**src/rtl/cpu_pkg.sv**
```systemverilog
// Shared ISA constants, FSM state encoding and helpers for the multicycle cpu_core.
package cpu_pkg;

  localparam logic [2:0] OP_MOV   = 3'b110;
  localparam logic [2:0] OP_ALU   = 3'b101;

  localparam logic [1:0] SUB_MOVS = 2'b00;
  localparam logic [1:0] SUB_MOVI = 2'b10;
  localparam logic [1:0] SUB_ADD  = 2'b00;
  localparam logic [1:0] SUB_CMP  = 2'b01;
  localparam logic [1:0] SUB_AND  = 2'b10;
  localparam logic [1:0] SUB_MVN  = 2'b11;

  localparam logic [1:0] SH_PASS  = 2'b00;
  localparam logic [1:0] SH_LSL   = 2'b01;
  localparam logic [1:0] SH_LSR   = 2'b10;
  localparam logic [1:0] SH_ASR   = 2'b11;

  typedef enum logic [2:0] {
    S_WAIT, S_DECODE, S_GETA, S_GETB, S_EXEC, S_WRITE, S_WIMM
  } state_t;

  // Widest legal datapath is 64; callers truncate to DATA_W.
  function automatic logic [63:0] sext8(input logic [7:0] v);
    return {{56{v[7]}}, v};
  endfunction

endpackage

```
**src/rtl/regfile_p.sv**
```systemverilog
// 8-entry register file: two async read ports, one synchronous write port, async clear.
module regfile_p #(
  parameter int DATA_W = 16
) (
  input  logic              clk,
  input  logic              rst_n,
  input  logic              i_we,
  input  logic [2:0]        i_waddr,
  input  logic [DATA_W-1:0] i_wdata,
  input  logic [2:0]        i_raddr_a,
  input  logic [2:0]        i_raddr_b,
  output logic [DATA_W-1:0] o_rdata_a,
  output logic [DATA_W-1:0] o_rdata_b
);

  logic [7:0][DATA_W-1:0] r_mem;

  always_ff @(posedge clk or negedge rst_n) begin
    if (!rst_n)    r_mem <= '0;
    else if (i_we) r_mem[i_waddr] <= i_wdata;
  end

  assign o_rdata_a = r_mem[i_raddr_a];
  assign o_rdata_b = r_mem[i_raddr_b];

endmodule

```
**src/rtl/cpu_core.sv**
```systemverilog
// Multicycle CPU: 16-bit instruction words over a DATA_W datapath, six-instruction ISA,
// undefined-opcode flag and optional status update on every ALU instruction.
module cpu_core
  import cpu_pkg::*;
#(
  parameter int DATA_W     = 16,
  parameter bit STATUS_ALL = 1'b0
) (
  input  logic              clk,
  input  logic              reset,
  input  logic              s,
  input  logic              load,
  input  logic [15:0]       in,
  output logic [DATA_W-1:0] out,
  output logic              N,
  output logic              V,
  output logic              Z,
  output logic              w,
  output logic              ill
);

  localparam int M = DATA_W - 1;

  state_t             r_state, w_next;
  logic [15:0]        r_ir;
  logic [DATA_W-1:0]  r_a, r_b, r_c;
  logic               r_n, r_v, r_z, r_ill;

  logic [2:0]         w_op, w_rn, w_rd, w_rm;
  logic [1:0]         w_sub, w_sh;
  logic [7:0]         w_imm8;
  logic               w_is_movi, w_is_movs, w_is_alu, w_is_cmp, w_is_mvn;
  logic [DATA_W-1:0]  w_rd_a, w_rd_b, w_bs, w_sum, w_diff, w_res, w_imm_ext, w_wdata;
  logic               w_res_v, w_upd, w_we;
  logic [2:0]         w_waddr;

  assign w_op   = r_ir[15:13];
  assign w_sub  = r_ir[12:11];
  assign w_rn   = r_ir[10:8];
  assign w_rd   = r_ir[7:5];
  assign w_sh   = r_ir[4:3];
  assign w_rm   = r_ir[2:0];
  assign w_imm8 = r_ir[7:0];

  assign w_is_movi = (w_op == OP_MOV) && (w_sub == SUB_MOVI);
  assign w_is_movs = (w_op == OP_MOV) && (w_sub == SUB_MOVS);
  assign w_is_alu  = (w_op == OP_ALU);
  assign w_is_cmp  = w_is_alu && (w_sub == SUB_CMP);
  assign w_is_mvn  = w_is_alu && (w_sub == SUB_MVN);

  always_comb begin
    w_next = r_state;
    unique case (r_state)
      S_WAIT:   if (s) w_next = S_DECODE;
      S_DECODE: begin
        if (w_is_movi)                  w_next = S_WIMM;
        else if (w_is_movs || w_is_mvn) w_next = S_GETB;
        else if (w_is_alu)              w_next = S_GETA;
        else                            w_next = S_WAIT;
      end
      S_GETA:   w_next = S_GETB;
      S_GETB:   w_next = S_EXEC;
      S_EXEC:   w_next = w_is_cmp ? S_WAIT : S_WRITE;
      S_WRITE:  w_next = S_WAIT;
      S_WIMM:   w_next = S_WAIT;
      default:  w_next = S_WAIT;
    endcase
  end

  always_ff @(posedge clk or negedge reset) begin
    if (!reset) r_state <= S_WAIT;
    else        r_state <= w_next;
  end

  // Shifter always acts on the B operand (Rm).
  always_comb begin
    unique case (w_sh)
      SH_PASS: w_bs = r_b;
      SH_LSL:  w_bs = {r_b[M-1:0], 1'b0};
      SH_LSR:  w_bs = {1'b0, r_b[M:1]};
      SH_ASR:  w_bs = {r_b[M], r_b[M:1]};
      default: w_bs = r_b;
    endcase
  end

  assign w_sum  = r_a + w_bs;
  assign w_diff = r_a - w_bs;

  always_comb begin
    w_res   = w_bs;
    w_res_v = 1'b0;
    if (w_is_alu) begin
      unique case (w_sub)
        SUB_ADD: begin
          w_res   = w_sum;
          w_res_v = (r_a[M] == w_bs[M]) && (w_sum[M] != r_a[M]);
        end
        SUB_CMP: begin
          w_res   = w_diff;
          w_res_v = (r_a[M] != w_bs[M]) && (w_diff[M] != r_a[M]);
        end
        SUB_AND: w_res = r_a & w_bs;
        SUB_MVN: w_res = ~w_bs;
        default: w_res = w_bs;
      endcase
    end
  end

  assign w_upd = w_is_cmp || (STATUS_ALL && w_is_alu);

  always_ff @(posedge clk or negedge reset) begin
    if (!reset) begin
      r_ir  <= '0;
      r_a   <= '0;
      r_b   <= '0;
      r_c   <= '0;
      r_n   <= 1'b0;
      r_v   <= 1'b0;
      r_z   <= 1'b0;
      r_ill <= 1'b0;
    end else begin
      if (load) r_ir <= in;
      if (r_state == S_WAIT && s) r_ill <= 1'b0;
      if (r_state == S_DECODE && !(w_is_movi || w_is_movs || w_is_alu)) r_ill <= 1'b1;
      if (r_state == S_GETA) r_a <= w_rd_a;
      if (r_state == S_GETB) r_b <= w_rd_b;
      if (r_state == S_EXEC) begin
        r_c <= w_res;
        if (w_upd) begin
          r_n <= w_res[M];
          r_v <= w_res_v;
          r_z <= (w_res == '0);
        end
      end
    end
  end

  assign w_imm_ext = DATA_W'(sext8(w_imm8));
  assign w_we      = (r_state == S_WRITE) || (r_state == S_WIMM);
  assign w_waddr   = (r_state == S_WIMM) ? w_rn : w_rd;
  assign w_wdata   = (r_state == S_WIMM) ? w_imm_ext : r_c;

  regfile_p #(.DATA_W(DATA_W)) u_rf (
    .clk       (clk),
    .rst_n     (reset),
    .i_we      (w_we),
    .i_waddr   (w_waddr),
    .i_wdata   (w_wdata),
    .i_raddr_a (w_rn),
    .i_raddr_b (w_rm),
    .o_rdata_a (w_rd_a),
    .o_rdata_b (w_rd_b)
  );

  assign out = r_c;
  assign N   = r_n;
  assign V   = r_v;
  assign Z   = r_z;
  assign w   = (r_state == S_WAIT);
  assign ill = r_ill;

endmodule

```
**config.mk**
```make
export PLATFORM = sky130hd
export DESIGN_NAME = cpu_core
export DESIGN_NICKNAME = d
export VERILOG_FILES = /design/src/rtl/cpu_pkg.sv /design/src/rtl/regfile_p.sv /design/src/rtl/cpu_core.sv
export SDC_FILE = /design/constraint.sdc
export NUM_CORES = 1
export LEC_CHECK = 0
export ABC_AREA = 1
export BUFFER_PORTS_ARGS = -buffer_cell sky130_fd_sc_hd__buf_2
export CAP_MARGIN = 20
export CELL_PAD_IN_SITES_DETAIL_PLACEMENT = 0
export CELL_PAD_IN_SITES_GLOBAL_PLACEMENT = 1
export CORE_MARGIN = 4
export CORE_UTILIZATION = 50
export DETAILED_ROUTE_END_ITERATION = 12
export PLACE_DENSITY = 0.84
export SYNTH_ARGS = -nofsm -noshare
export SYNTH_HDL_FRONTEND = slang
export SYNTH_SLANG_ARGS = --single-unit
```
**constraint.sdc**
```tcl
create_clock -name clk -period 8.08 [get_ports clk]
set_input_delay 0.808 -clock clk [delete_from_list [all_inputs] [get_ports clk]]
set_output_delay 0.808 -clock clk [all_outputs]
set_load 0.01 [all_outputs]
```
==> metrics <==
WP data arrival 4.27 ns; worst-case clock skew 0.0154 ns; cell breakdown of the critical path nor2_1 > a21boi_0 > inv_1 > ha_1 > inv_1 > fa_1 > inv_1 > nand3_1 > nand3_1 > nor2_1 > o21ai_0 > inv_1 > nand2_1 > nand2_1 > nor2_1 > nand2_1 > nor2_1 > nand3_1 > nand2_1; Worst Setup End Kind flop; Die Wd 166 µm; Mapped Nets 1861; TritonCTS buffer count 17; fmax 257 MHz; die footprint 27700 µm²; maximum vdd drop 133 µV; CTS tree done; DR WL/cell 19.5 µm; Clk pin slew, worst setup/hold paths 0.08 ns; critical path required time 8.47 ns; YS warnings 0; RSZ-0062 raised after global routing false; Post-Route WL 41400 µm; sequential area share after synthesis 0.397; CP Class flop to flop; area leader, netlist dfrtp_1; Sw Pwr 2.19 mW; GPL Wtd Cong 0.937; total gr overflow 0; largest net degree at the start of global routing 90; initial antenna violation count 1; power share of the clock group 0.189; Iter 0 DRT Violations 1129; Initial Util 0.512; asr flop ratio synth 1.00; root buffer cell clkbuf_16; Yosys top cell area share 0.397; CTS Hold Bufs 0; Mapped Area 12600 µm²; Final Total Pwr 4.62 mW; Flop pwr share 0.340; switch share 0.473; vias per cell 5.75; Synth area leaders dfrtp_1 40%, nand2_1 16%, o21ai_0 7.9%; internal power 2.43 mW; CP max stage cell nor2_1; outcome finished, final reports clean; final setup vio count 0; post-route ant nets 0; final hold vios 0; fin crit share 0.481; share of cells above drive strength 1 0.0684; Max-slew headroom 0.268; fin nets 1840; Die Y 166 µm; vias in the first global route 11700; Cell variety after synth 41; worst skew pair latency 0.44 ns; Vias 12200; Synth Register Bits 199; crit-path max cell delay 0.72 ns; clock sink count 199; Top FF cell, synth dfrtp_1; first-pass GRT wire length 65200 µm; postcts setup bufs 0; CP Launch Type flop; Post-CTS Resized 0; CTS H-tree depth 4; Syn Inst Count 1807; ant diodes 0; power per standard cell area 342 nW/µm²; final worst path period need 3.88 ns; worst slew pin tran 1.09 ns; drc violations 0; Syn Area/Cell 6.95 µm²; MaxCap Viol Count 0; Floorplan Core Area 24500 µm²; CTS max path bufs 2; router iterations before antenna repair 8; IO Pins 41; power share of the combinational group 0.471; Final HPWL DP 28200 µm; Slew Viols, Final 0; number of synthesized flops with an enable pin 0; Syn-to-layout area delta 7.51%; static leakage 6.66 nW; # rows 57; Tot GR Track Use 0.296; IO Port Bufs 40; HP Class primary input to asynchronous set/reset pin; CP Max Fanout 15; setup_tns 0 ns
[power by group through the flow]
stage / clock network (mW) / registers, mW / logic, mW
3_3_place_gp: 0 / 1.57 / 2.12
4_1_cts: 0.888 / 1.56 / 2.15
6_report: 0.873 / 1.57 / 2.17
5_1_grt: 0.932 / 1.61 / 2.46
3_5_place_dp: 0 / 1.58 / 2.14
2_1_floorplan: 0 / 1.52 / 1.53
[critical path, delay by kind of cell (launching register included)]
| family | cells | cell delay [ns] |
|---|---|---|
| and+or+nand+nor | 11 | 1.78 |
| adders and majority gates | 2 | 0.70 |
| DFF | 1 | 0.49 |
| buffers and inverters | 4 | 0.43 |
| AOI/OAI and AO/OA | 2 | 0.41 |
[final cells by class]
class / count / area, µm²
fillers: 2459 / 11000
multi-input cells: 1298 / 6360
flip-flops and latches: 199 / 4980
inverters: 216 / 816
clock buffers: 18 / 439
well taps: 324 / 405
repair buffers: 54 / 314
clock inverters: 14 / 176
[layout by cell type, fill, tap and decap left out, drive strengths merged, types with 13 or more instances in the layout]
cell type and n:
clkinv 13, ha 32, o211ai 38, o21ai 303, nand4 15, nor2 86, inv 216, nand2 531
dfrtp 199, buf 53, nand3 126, a21oi 124, clkbuf 19
[cells by family (layout without fill, tap and decap cells)]
logic type,Yosys count,in the layout,synth area share
and+or+nand+nor,769,769,0.258
AOI/OAI and AO/OA,492,492,0.212
buffers and inverters,310,302,0.0969
DFF,199,199,0.397
adders and majority gates,34,34,0.0351
xor gates and xnor gates,3,3,0.00209
[worst paths after layout]
path                                            startpoint                         end  slack, ns  cells past startpoint
worst max-delay path                   r_ir[4]$_DFFE_PN0P_               Z$_DFFE_PN0P_       4.20                     19
worst min-delay path                                 reset  u_rf.r_mem[99]$_DFFE_PN0P_       0.38                      1
worst max register to register         r_ir[4]$_DFFE_PN0P_               Z$_DFFE_PN0P_       4.20                     19
worst min register to register  u_rf.r_mem[24]$_DFFE_PN0P_  u_rf.r_mem[24]$_DFFE_PN0P_       0.49                      2
max in group asynchronous                            reset         r_ir[0]$_DFFE_PN0P_       6.32                      2
min in group clk                u_rf.r_mem[24]$_DFFE_PN0P_  u_rf.r_mem[24]$_DFFE_PN0P_       0.49                      2
[through the flow]
stage | hold WS (ns) | std cells | setup slack [ns] | util | cell area [µm²]
2_1_floorplan | 0.459 | 1807 | 5.27 | - | 12600
3_5_place_dp | 0.477 | 2091 | 4.31 | 0.525 | 12900
4_1_cts | 0.421 | 2123 | 4.29 | 0.550 | 13500
6_report | 0.378 | 2123 | 4.20 | 0.550 | 13500
5_1_grt | 0.435 | 2123 | 3.73 | 0.550 | 13500
3_3_place_gp | 0.468 | 2091 | 4.38 | 0.525 | 12900
[layer usage]
layer,GRT usage,wire length [µm],vias to the layer above
met4,0.129,1650,2
met3,0.0472,2740,112
met2,0.471,19000,457
met5,0,13,-
li1,-,-,5878
met1,0.402,17900,5766
[sequential cells by signal, indices dropped and copies added (netlist names)]
signal and count:
V 1, r_b 16, u_rf.r_mem 128, r_a 16, N 1, ill 1
Z 1, r_ir 16, r_state 3, out 16
[synthesized netlist by cell type (3+ instances only)]
cell type    n
inv_1      200
buf_1        6
buf_6        3
nor2_1      80
nand2_2      5
nand2_1    521
a31oi_1      3
o21ai_0    199
o21bai_1     3
ha_1        32
clkbuf_1    69
nor3_1       6
o221ai_1     9
a22oi_1      6
buf_2       14
o211ai_1    38
a21oi_1    124
clkinv_1     4
nand3_1    126
inv_2       10
nand2_4      4
dfrtp_1    199
nand4_1     15
nor2_4       5
o21ai_1    101
(Power assumes the default switching activity.)
